[src/rtl/bw_mac_accumulator.sv]
// bw_mac_accumulator
// Signed multiply-accumulate stage that sits after the 4x4 Baugh-Wooley
// multiplier. Product terms are summed per vector into a wide signed
// accumulator, and the result is held on a valid/ready output port.
// Optional build macro: BW_MAC_SAT_EN clamps an overflowing sum to the
// signed limits instead of letting it wrap.
module bw_mac_accumulator #(
  parameter int PROD_W    = 8,
  parameter int ACC_W     = 16,
  parameter int MAX_TERMS = 16,
  parameter int CNT_W     = $clog2(MAX_TERMS) + 1
) (
  input  logic                     clk,
  input  logic                     rst_n,
  input  logic                     in_valid,
  output logic                     in_ready,
  input  logic signed [PROD_W-1:0] prod,
  input  logic                     in_last,
  output logic                     out_valid,
  input  logic                     out_ready,
  output logic signed [ACC_W-1:0]  out_data,
  output logic [CNT_W-1:0]         out_count,
  output logic                     out_ovf
);

  typedef enum logic [1:0] {
    IDLE  = 2'd0,
    ACCUM = 2'd1,
    HOLD  = 2'd2
  } state_t;

  localparam logic signed [ACC_W-1:0] ACC_MAX = {1'b0, {(ACC_W-1){1'b1}}};
  localparam logic signed [ACC_W-1:0] ACC_MIN = {1'b1, {(ACC_W-1){1'b0}}};

  state_t                   state_q, state_d;
  logic signed [ACC_W-1:0]  acc_q, acc_d;
  logic [CNT_W-1:0]         cnt_q, cnt_d;
  logic                     ovf_q, ovf_d;
  logic signed [ACC_W-1:0]  outData_q, outData_d;
  logic [CNT_W-1:0]         outCount_q, outCount_d;
  logic                     outOvf_q, outOvf_d;

  logic signed [ACC_W-1:0]  prodExt;
  logic signed [ACC_W-1:0]  rawSum;
  logic signed [ACC_W-1:0]  sumVal;
  logic                     addOvf;
  logic [CNT_W-1:0]         cntNext;
  logic                     isLast;
  logic                     accept;

  // Readiness depends on state alone so upstream never sees a loop through in_valid.
  assign in_ready  = (state_q != HOLD);
  assign out_valid = (state_q == HOLD);
  assign out_data  = outData_q;
  assign out_count = outCount_q;
  assign out_ovf   = outOvf_q;

  assign accept  = in_valid && in_ready;
  assign cntNext = cnt_q + CNT_W'(1);
  assign isLast  = in_last || (cntNext == CNT_W'(MAX_TERMS));

  // Sign-extend the product, add it to the running sum and flag a signed overflow.
  always_comb begin
    prodExt = ACC_W'(prod);
    rawSum  = acc_q + prodExt;
    addOvf  = (acc_q[ACC_W-1] == prodExt[ACC_W-1]) &&
              (rawSum[ACC_W-1] != acc_q[ACC_W-1]);
`ifdef BW_MAC_SAT_EN
    if (addOvf) begin
      sumVal = acc_q[ACC_W-1] ? ACC_MIN : ACC_MAX;
    end else begin
      sumVal = rawSum;
    end
`else
    sumVal = rawSum;
`endif
  end

  // Next-state and datapath update: accumulate terms, close the vector, hold the result.
  always_comb begin
    state_d    = state_q;
    acc_d      = acc_q;
    cnt_d      = cnt_q;
    ovf_d      = ovf_q;
    outData_d  = outData_q;
    outCount_d = outCount_q;
    outOvf_d   = outOvf_q;
    case (state_q)
      IDLE, ACCUM: begin
        if (accept) begin
          if (isLast) begin
            outData_d  = sumVal;
            outCount_d = cntNext;
            outOvf_d   = ovf_q || addOvf;
            acc_d      = '0;
            cnt_d      = '0;
            ovf_d      = 1'b0;
            state_d    = HOLD;
          end else begin
            acc_d   = sumVal;
            cnt_d   = cntNext;
            ovf_d   = ovf_q || addOvf;
            state_d = ACCUM;
          end
        end
      end
      HOLD: begin
        if (out_ready) begin
          state_d = IDLE;
        end
      end
      default: begin
        state_d = IDLE;
      end
    endcase
  end

  // State and datapath registers; reset drops any partial sum and pending result.
  always_ff @(posedge clk or negedge rst_n) begin
    if (!rst_n) begin
      state_q    <= IDLE;
      acc_q      <= '0;
      cnt_q      <= '0;
      ovf_q      <= 1'b0;
      outData_q  <= '0;
      outCount_q <= '0;
      outOvf_q   <= 1'b0;
    end else begin
      state_q    <= state_d;
      acc_q      <= acc_d;
      cnt_q      <= cnt_d;
      ovf_q      <= ovf_d;
      outData_q  <= outData_d;
      outCount_q <= outCount_d;
      outOvf_q   <= outOvf_d;
    end
  end

endmodule

[config.mk]
export PLATFORM = sky130hd
export DESIGN_NAME = bw_mac_accumulator
export DESIGN_NICKNAME = d
export VERILOG_FILES = /design/src/rtl/bw_mac_accumulator.sv
export SDC_FILE = /design/constraint.sdc
export NUM_CORES = 1
export LEC_CHECK = 0
export ABC_AREA = 1
export CORE_MARGIN = 2
export CORE_UTILIZATION = 49
export CTS_CLUSTER_DIAMETER = 200
export DETAILED_ROUTE_END_ITERATION = 7
export PLACE_DENSITY = 0.76
export SKIP_LAST_GASP = 1
export SYNTH_ARGS = -nofsm -noshare
export SYNTH_HDL_FRONTEND = slang
export SYNTH_SLANG_ARGS = --single-unit
export TNS_END_PERCENT = 30
[constraint.sdc]
create_clock -name clk -period 1.6 [get_ports clk]
set_input_delay 0.32 -clock clk [delete_from_list [all_inputs] [get_ports clk]]
set_output_delay 0.32 -clock clk [all_outputs]
set_load 0.005 [all_outputs]
==> impl_table.tex, run 1 <==
\begin{tabular}{lr}
\hline
Metric & Value \\
\hline
\multicolumn{2}{l}{\textbf{Run status}} \\
\quad Run status & finished, violations left \\
\quad Failing checks & setup timing \\
\multicolumn{2}{l}{\textbf{Floorplanning}} \\
\quad Standard cell core area & 5170 um\^{}2 \\
\quad Floorplan row count & 26 \\
\quad Die Footprint & 6030 um\^{}2 \\
\quad Chip Width & 77.7 um \\
\quad Initial cell density of the core & 51.4\% \\
\quad Boundary pin count & 37 \\
\quad Die outline height & 77.7 um \\
\multicolumn{2}{l}{\textbf{Setup path}} \\
\quad Data arrival, critical path & 2080 ps \\
\quad R2R cell count & 11 \\
\quad Kind of start point of the critical path & flop \\
\quad Slack of the worst reg-to-reg path & -240 ps \\
\quad Cell breakdown of the critical path & ha\_1 -> nand2\_4 -> nand2\_4 -> nand2\_4 -> o21bai\_4 -> nand2\_1 -> nand2\_1 -> nand2\_1 -> nand2\_1 -> nand2\_1 -> nand2\_1 \\
\quad Crit-path slowest cell & sky130\_fd\_sc\_hd\_\_dfrtp\_1 \\
\quad Largest driver fanout on the critical path & 3 \\
\quad Category of the most critical setup path & flop to flop \\
\quad Most common cell type on the critical path & sky130\_fd\_sc\_hd\_\_nand2\_1 \\
\quad Largest stage delay on the critical path & 440 ps \\
\quad Data required, critical path & 1840 ps \\
\quad Kind of end point of the critical path & flop \\
\multicolumn{2}{l}{\textbf{Finish}} \\
\quad Final Net Count & 469 \\
\quad Final Cell Area & 4050 um\^{}2 \\
\quad Commonest non-fill, non-tap cells in the layout & sky130\_fd\_sc\_hd\_\_nand2\_1 (125), sky130\_fd\_sc\_hd\_\_dfrtp\_1 (45), sky130\_fd\_sc\_hd\_\_buf\_4 (40), sky130\_fd\_sc\_hd\_\_inv\_1 (29), sky130\_fd\_sc\_hd\_\_clkdlybuf4s50\_1 (27) \\
\quad Fraction of final layout cells sized beyond drive strength 1 & 30.3\% \\
\quad Fillers & 300 \\
\quad Post-route insts no fill & 509 \\
\quad Commonest non-fill, non-tap cell in the layout & sky130\_fd\_sc\_hd\_\_nand2\_1 \\
\quad Syn-to-layout area delta & 52.2\% \\
\quad Inserted Diodes & 0 \\
\multicolumn{2}{l}{\textbf{Logic synthesis}} \\
\quad Count of state elements after synthesis & 46 \\
\quad Gate Count Post-Synth & 353 \\
\quad Yosys top cell area share & 43.3\% \\
\quad Syn Std Cell Area & 2660 um\^{}2 \\
\quad Share of synthesized area occupied by flip-flops and latches & 43.3\% \\
\quad Cell accounting for the most synthesized area & sky130\_fd\_sc\_hd\_\_dfrtp\_1 \\
\quad Leading cell types by total area after synthesis & sky130\_fd\_sc\_hd\_\_dfrtp\_1 (43\%), sky130\_fd\_sc\_hd\_\_nand2\_1 (21\%), sky130\_fd\_sc\_hd\_\_ha\_1 (8.0\%) \\
\quad Count of synthesis-stage warnings from yosys & 0 \\
\quad Post-Syn Nets & 384 \\
\quad Syn\_area\_per\_cell & 7.53 um\^{}2 \\
\quad Distinct cell type count of the synthesized netlist & 28 \\
\multicolumn{2}{l}{\textbf{Timing}} \\
\quad Minimum setup slack in the final design & -241 ps \\
\quad Worst relative slew slack & 75.6\% \\
\quad Setup Skew & 15.7 ps \\
\quad WHS & 482 ps \\
\quad Final setup violation count & 44 \\
\quad Final hold vios & 0 \\
\quad Transition time at the pin with the least slew margin & 363 ps \\
\quad FMAX & 543 MHz \\
\quad Final Critical Period & 1840 ps \\
\quad Number of pins exceeding their max-slew limit in the final report & 0 \\
\quad Setup repair after global routing missed its margin & yes \\
\quad Period Utilization, post-route & 115\% \\
\multicolumn{2}{l}{\textbf{Clock tree}} \\
\quad Root Buffer & sky130\_fd\_sc\_hd\_\_clkbuf\_8 \\
\quad CTS HTree Levels & 2 \\
\quad Clk buf depth & 2 \\
\quad Clock latency at the later pin of the worst-skew pair & 310 ps \\
\quad Clock tree from TritonCTS & yes \\
\quad Clk pin slew, worst setup/hold paths & 100 ps \\
\quad Number of sinks driven by the clock tree & 46 \\
\quad Number of buffers created by CTS & 5 \\
\multicolumn{2}{l}{\textbf{Drt}} \\
\quad DRC violations left & 0 \\
\quad First DRT Iteration DRCs & 346 \\
\quad 1st-pass router iterations & 5 \\
\quad Detailed Route WL & 8.97 mm \\
\quad Post-detailed-route count of antenna-violating nets & 0 \\
\quad Total via count after detailed routing & 2866 \\
\quad Wire length per cell after detailed routing & 17.6 um \\
\quad Mean number of vias per cell & 5.63 \\
\multicolumn{2}{l}{\textbf{Place}} \\
\quad Sum of net half-perimeters after detailed placement & 4.47 mm \\
\quad Final weighted congestion in routability-driven placement & 0.827 \\
\quad Post-placement worst setup slack & -663 ps \\
\quad Port-buffer cells & 36 \\
\quad \# placed instances & 487 \\
\quad Placed Area & 3370 um\^{}2 \\
\multicolumn{2}{l}{\textbf{Global route}} \\
\quad Wire length of the first global-routing pass & 11.9 mm \\
\quad Vias in the first global route & 2602 \\
\quad Maximum number of pins on one net before global-route repair & 47 \\
\quad Overall routing resource usage & 25.0\% \\
\quad Initial antenna violation count & 0 \\
\quad Total grt overflow & 0 \\
\multicolumn{2}{l}{\textbf{Power}} \\
\quad IR drop worst, VDD & 0.757 mV \\
\quad Pwr/cell area & 1660 nW/um\^{}2 \\
\quad Leak & 0.00208 uW \\
\quad Power consumption & 6740 uW \\
\multicolumn{2}{l}{\textbf{Job}} \\
\quad Max Cap Violations & 0 \\
\multicolumn{2}{l}{\textbf{Worst hold path}} \\
\quad Min-Delay Path Class & flop to flop \\
\quad Depth of the worst hold-timing path & 2 \\
\hline
\end{tabular}
## synthesized netlist by cell type (all sizes together)
library cell / instances
nand2: 151
dfrtp: 46
inv: 33
o21ai: 25
nand3: 21
nor2: 18
ha: 17
a21oi: 10
buf: 5
xor2: 5
xnor2: 4
nand4: 3
o21bai: 3
and2: 2
clkbuf: 2
nor3: 2
or2: 2
and3: 1
fa: 1
nand3b: 1
o22ai: 1
## cells by family after synthesis
logic type               Yosys count  share of synthesized area [%]
buffers and inverters             40                           6.54
XOR/XNOR                           9                           2.96
flip-flops                        46                           43.3
AO/OA/AOI/OAI                     39                           7.81
AND/OR/NAND/NOR                  201                           30.6
adder cells (fa/ha/maj)           18                           8.75
## per-stage QoR
step / setup TNS, ps / util (%)
2_1_floorplan: -14.7 / -
3_3_place_gp: -13990 / 65.2
5_1_grt: -8080 / 78.2
6_report: -4730 / 78.2
4_1_cts: -2540 / 72.0
3_5_place_dp: -15260 / 65.2
## worst paths after layout
path	startpoint	endpoint
worst max register to register	acc_q[1]$_DFFE_PN0P_	acc_q[9]$_DFFE_PN0P_
worst min register to register	out_data[3]$_DFFE_PN0P_	out_data[3]$_DFFE_PN0P_
min in group asynchronous	rst_n	out_count[0]$_DFFE_PN0P_
worst max-delay path	acc_q[1]$_DFFE_PN0P_	acc_q[9]$_DFFE_PN0P_
max in group asynchronous	rst_n	acc_q[9]$_DFFE_PN0P_
worst min-delay path	out_data[3]$_DFFE_PN0P_	out_data[3]$_DFFE_PN0P_
## repair_timing
| action | 4_1_cts | 5_1_grt |
|---|---|---|
| setup endpoints to repair | 41 | 47 |
| endpoints found under the hold margin | 9 | 0 |
| setup buffers | 9 | 5 |
| pin swaps | 9 | 30 |
| hold buffers | 1 | 0 |
| gates cloned | 1 | 0 |
| gates resized for setup | 36 | 72 |
## where the power goes
group	leakage (uW)	internal, uW	switching [uW]
registers	0.000593	1570	318
logic	0.00144	1970	2100
clock network	0.0000482	350	426
## critical path, delay by kind of cell (launching register included)
family                     cells  cell delay [ps]
AOI/OAI and AO/OA              1              220
DFF                            1              440
adders and majority gates      1              360
and+or+nand+nor                9              750
## cell type report
class,instances,area (um^2),area share (%)
Multi-Input combinational cell,267,1800,44.5
Sequential cell,46,1150,28.5
Timing Repair Buffer,85,787,19.4
Inverter,33,129,3.18
Tap cell,70,87.6,2.16
Clock buffer,7,86.3,2.13
Clock inverter,1,5.00,0.124
## metal layers
layer | vias to the layer above | GRT usage (%) | share of wire [%] | routed length (um)
met1 | 1355 | 31.3 | 39 | 3490
met4 | 0 | 9.46 | 4.6 | 415
li1 | 1289 | - | - | -
met2 | 168 | 43.3 | 49 | 4410
met3 | 54 | 3.72 | 7.3 | 651
met5 | - | 0 | 0 | 0
## sequential cells by signal (all words and copies together), names as in the netlist
register   flops
out_ovf        1
cnt_q          5
ovf_q          1
acc_q         16
out_count      5
out_data      16
state_q        2
(Power assumes the default switching activity.)
==> inputs of run 2 (changes only) <==
--- a/config.mk
+++ b/config.mk
@@ -6,10 +6,11 @@
 export NUM_CORES = 1
 export LEC_CHECK = 0
 export ABC_AREA = 1
-export CORE_MARGIN = 2
+export CORE_MARGIN = 4
 export CORE_UTILIZATION = 49
 export CTS_CLUSTER_DIAMETER = 200
 export DETAILED_ROUTE_END_ITERATION = 7
+export HOLD_SLACK_MARGIN = 0.1
 export PLACE_DENSITY = 0.76
 export SKIP_LAST_GASP = 1
 export SYNTH_ARGS = -nofsm -noshare
==> run 2 against run 1 <==
Effect of this change: sequential share of layout area down 0.15 points; cell count up 0.59%; sequential power about the same; via count down 2.2%; the flow still finishes with violations (setup timing); clock-buffer cell count fell by 2; power fell by 6.0%; fmax is 2.0% higher; register-to-register slack better by 60 ps; clock skew about the same; non-clock buffer count grew 3; worst setup slack better by 35 ps; critical path type is now input port to flop; worst hold slack better by 7.4 ps.
==> impl_table.tex, run 2 (synthesized netlist as in run 1, its figures left out) <==
\begin{tabular}{lr}
\hline
Metric & Value \\
\hline
\multicolumn{2}{l}{\textbf{Clock tree}} \\
\quad Clock latency at the later pin of the worst-skew pair & 310 ps (about the same) \\
\quad Number of sinks driven by the clock tree & 46 (unchanged) \\
\quad Clk pin slew, worst setup/hold paths & 90 ps (was 100 ps) \\
\quad Clk buf depth & 2 (unchanged) \\
\quad Number of buffers created by CTS & 5 (unchanged) \\
\quad Root Buffer & sky130\_fd\_sc\_hd\_\_clkbuf\_8 (unchanged) \\
\quad Clock tree from TritonCTS & yes (unchanged) \\
\quad CTS HTree Levels & 2 (unchanged) \\
\multicolumn{2}{l}{\textbf{Timing}} \\
\quad Setup repair after global routing missed its margin & yes (unchanged) \\
\quad Final setup violation count & 45 (was 44) \\
\quad Minimum setup slack in the final design & -205 ps (was -241 ps) \\
\quad Setup Total Neg Slack & -4350 ps (was -4730 ps) \\
\quad Final hold vios & 0 (unchanged) \\
\quad Transition time at the pin with the least slew margin & 291 ps (was 363 ps) \\
\quad Final Critical Period & 1810 ps (was 1840 ps) \\
\quad Setup Skew & 15.8 ps (was 15.7 ps) \\
\quad Number of pins exceeding their max-slew limit in the final report & 0 (unchanged) \\
\quad Worst relative slew slack & 80.6\% (was 75.6\%) \\
\quad FMAX & 554 MHz (was 543 MHz) \\
\quad Period Utilization, post-route & 113\% (was 115\%) \\
\multicolumn{2}{l}{\textbf{Setup path}} \\
\quad Data arrival, critical path & 2060 ps (was 2080 ps) \\
\quad Largest driver fanout on the critical path & 5 (was 3) \\
\quad Kind of start point of the critical path & input port (was flop) \\
\quad Kind of end point of the critical path & flop (unchanged) \\
\quad Category of the most critical setup path & input port to flop (was flop to flop) \\
\quad Data required, critical path & 1850 ps (was 1840 ps) \\
\multicolumn{2}{l}{\textbf{Floorplanning}} \\
\quad Boundary pin count & 37 (unchanged) \\
\quad Standard cell core area & 5170 um\^{}2 (unchanged) \\
\quad Die outline height & 81.7 um (was 77.7 um) \\
\quad Floorplan row count & 26 (unchanged) \\
\quad Die Footprint & 6670 um\^{}2 (was 6030 um\^{}2) \\
\quad Chip Width & 81.7 um (was 77.7 um) \\
\quad Initial cell density of the core & 51.4\% (unchanged) \\
\multicolumn{2}{l}{\textbf{Global route}} \\
\quad Maximum number of pins on one net before global-route repair & 47 (unchanged) \\
\quad Total grt overflow & 0 (unchanged) \\
\quad Wire length of the first global-routing pass & 12.7 mm (was 11.9 mm) \\
\quad Vias in the first global route & 2749 (was 2602) \\
\quad Initial antenna violation count & 0 (unchanged) \\
\quad Overall routing resource usage & 24.9\% (was 25.0\%) \\
\multicolumn{2}{l}{\textbf{Drt}} \\
\quad 1st-pass router iterations & 5 (unchanged) \\
\quad Wire length per cell after detailed routing & 16.0 um (was 17.6 um) \\
\quad DRC violations left & 0 (unchanged) \\
\quad Detailed Route WL & 8.20 mm (was 8.97 mm) \\
\quad First DRT Iteration DRCs & 269 (was 346) \\
\quad Total via count after detailed routing & 2802 (was 2866) \\
\quad Post-detailed-route count of antenna-violating nets & 0 (unchanged) \\
\quad Mean number of vias per cell & 5.47 (was 5.63) \\
\multicolumn{2}{l}{\textbf{Place}} \\
\quad Port-buffer cells & 36 (unchanged) \\
\quad Final weighted congestion in routability-driven placement & 0.893 (was 0.827) \\
\quad Placed Area & 3420 um\^{}2 (was 3370 um\^{}2) \\
\quad Sum of net half-perimeters after detailed placement & 4.55 mm (was 4.47 mm) \\
\multicolumn{2}{l}{\textbf{Run status}} \\
\quad Run status & finished, violations left (unchanged) \\
\quad Failing checks & setup timing (unchanged) \\
\multicolumn{2}{l}{\textbf{Worst hold path}} \\
\quad Min-Delay Path Class & flop to flop (unchanged) \\
\multicolumn{2}{l}{\textbf{Power}} \\
\quad IR drop worst, VDD & 0.851 mV (was 0.757 mV) \\
\quad Pwr/cell area & 1560 nW/um\^{}2 (was 1660 nW/um\^{}2) \\
\quad Leak & 0.00204 uW (was 0.00208 uW) \\
\multicolumn{2}{l}{\textbf{Finish}} \\
\quad Syn-to-layout area delta & 52.8\% (was 52.2\%) \\
\quad Inserted Diodes & 0 (unchanged) \\
\quad Final Net Count & 472 (was 469) \\
\quad Final Cell Area & 4060 um\^{}2 (was 4050 um\^{}2) \\
\quad Fraction of final layout cells sized beyond drive strength 1 & 29.6\% (was 30.3\%) \\
\quad Commonest non-fill, non-tap cells in the layout & sky130\_fd\_sc\_hd\_\_nand2\_1 (127), sky130\_fd\_sc\_hd\_\_dfrtp\_1 (46), sky130\_fd\_sc\_hd\_\_buf\_4 (42), sky130\_fd\_sc\_hd\_\_inv\_1 (30), sky130\_fd\_sc\_hd\_\_clkdlybuf4s50\_1 (28) (was sky130\_fd\_sc\_hd\_\_nand2\_1 (125), sky130\_fd\_sc\_hd\_\_dfrtp\_1 (45), sky130\_fd\_sc\_hd\_\_buf\_4 (40), sky130\_fd\_sc\_hd\_\_inv\_1 (29), sky130\_fd\_sc\_hd\_\_clkdlybuf4s50\_1 (27)) \\
\quad Commonest non-fill, non-tap cell in the layout & sky130\_fd\_sc\_hd\_\_nand2\_1 (unchanged) \\
\multicolumn{2}{l}{\textbf{Job}} \\
\quad Max Cap Violations & 0 (unchanged) \\
\hline
\end{tabular}
==> run 2: cell type report <==
class	count	area, um^2
multi-input cells	267	1770
well taps	70	87.6
clock inverters	3	23.8
flip-flops and latches	46	1150
inverters	33	124
fillers	306	1110
repair buffers	88	837
clock buffers	5	68.8
==> run 2: timing repair <==
item                                    CTS  global route
hold endpoints to repair                 46             0
buffers inserted                          5             4
gates resized for setup                  62            28
pin swaps                                23            19
gates cloned                              3             0
endpoints found under the setup margin   45            47
hold buffers                              1             0
==> run 2: final timing paths <==
check	from	end	slack [ps]	depth (start not counted)
worst min register to register	out_data[2]$_DFFE_PN0P_	out_data[2]$_DFFE_PN0P_	490	2
worst min-delay path	out_data[2]$_DFFE_PN0P_	out_data[2]$_DFFE_PN0P_	490	2
worst max register to register	acc_q[12]$_DFFE_PN0P_	out_data[15]$_DFFE_PN0P_	-180	11
worst max-delay path	prod[7]	out_data[15]$_DFFE_PN0P_	-210	13
max in group asynchronous	rst_n	out_data[11]$_DFFE_PN0P_	860	3
min in group asynchronous	rst_n	out_count[4]$_DFFE_PN0P_	500	3
==> run 2: metrics by stage <==
stage / hold slack (ps) / util, % / setup slack (ps) / cells / total power (uW)
global route: 503 / 78.6 / -258 / 512 / 6750
global placement: 319 / 66.2 / -597 / 492 / 4570
CTS: 488 / 76.0 / -158 / 509 / 5910
finish: 489 / 78.6 / -205 / 512 / 6330
floorplan: 24.4 / - / -4.07 / 353 / 3360
detailed placement: 321 / 66.2 / -670 / 492 / 4650
==> run 2: where the power goes <==
group          leakage (uW)  internal, uW  switching, uW
Combinational       0.00140          1840           1840
Sequential         0.000594          1570            327
Clock             0.0000408           313            442
==> run 2: worst max-delay path, cell delays in order <==
cell and delay [ps]:
sky130_fd_sc_hd__dlygate4sd2_1 260, sky130_fd_sc_hd__buf_6 160, sky130_fd_sc_hd__ha_4 270, sky130_fd_sc_hd__nand2_1 100
sky130_fd_sc_hd__nand2_2 90, sky130_fd_sc_hd__nand2_1 100, sky130_fd_sc_hd__nand2_1 90, sky130_fd_sc_hd__a21oi_4 170
sky130_fd_sc_hd__buf_4 140, sky130_fd_sc_hd__nand3_1 90, sky130_fd_sc_hd__nand2_1 140, sky130_fd_sc_hd__nand2_1 70
sky130_fd_sc_hd__nand2_1 50
==> run 2: per-layer routing <==
metal | GRT usage, % | wire [um] | vias to the layer above
li1 | - | - | 1296
met1 | 30.1 | 3290 | 1322
met2 | 42.1 | 3960 | 144
met3 | 4.93 | 607 | 40
met4 | 12.6 | 349 | 0
met5 | 0 | 0 | -
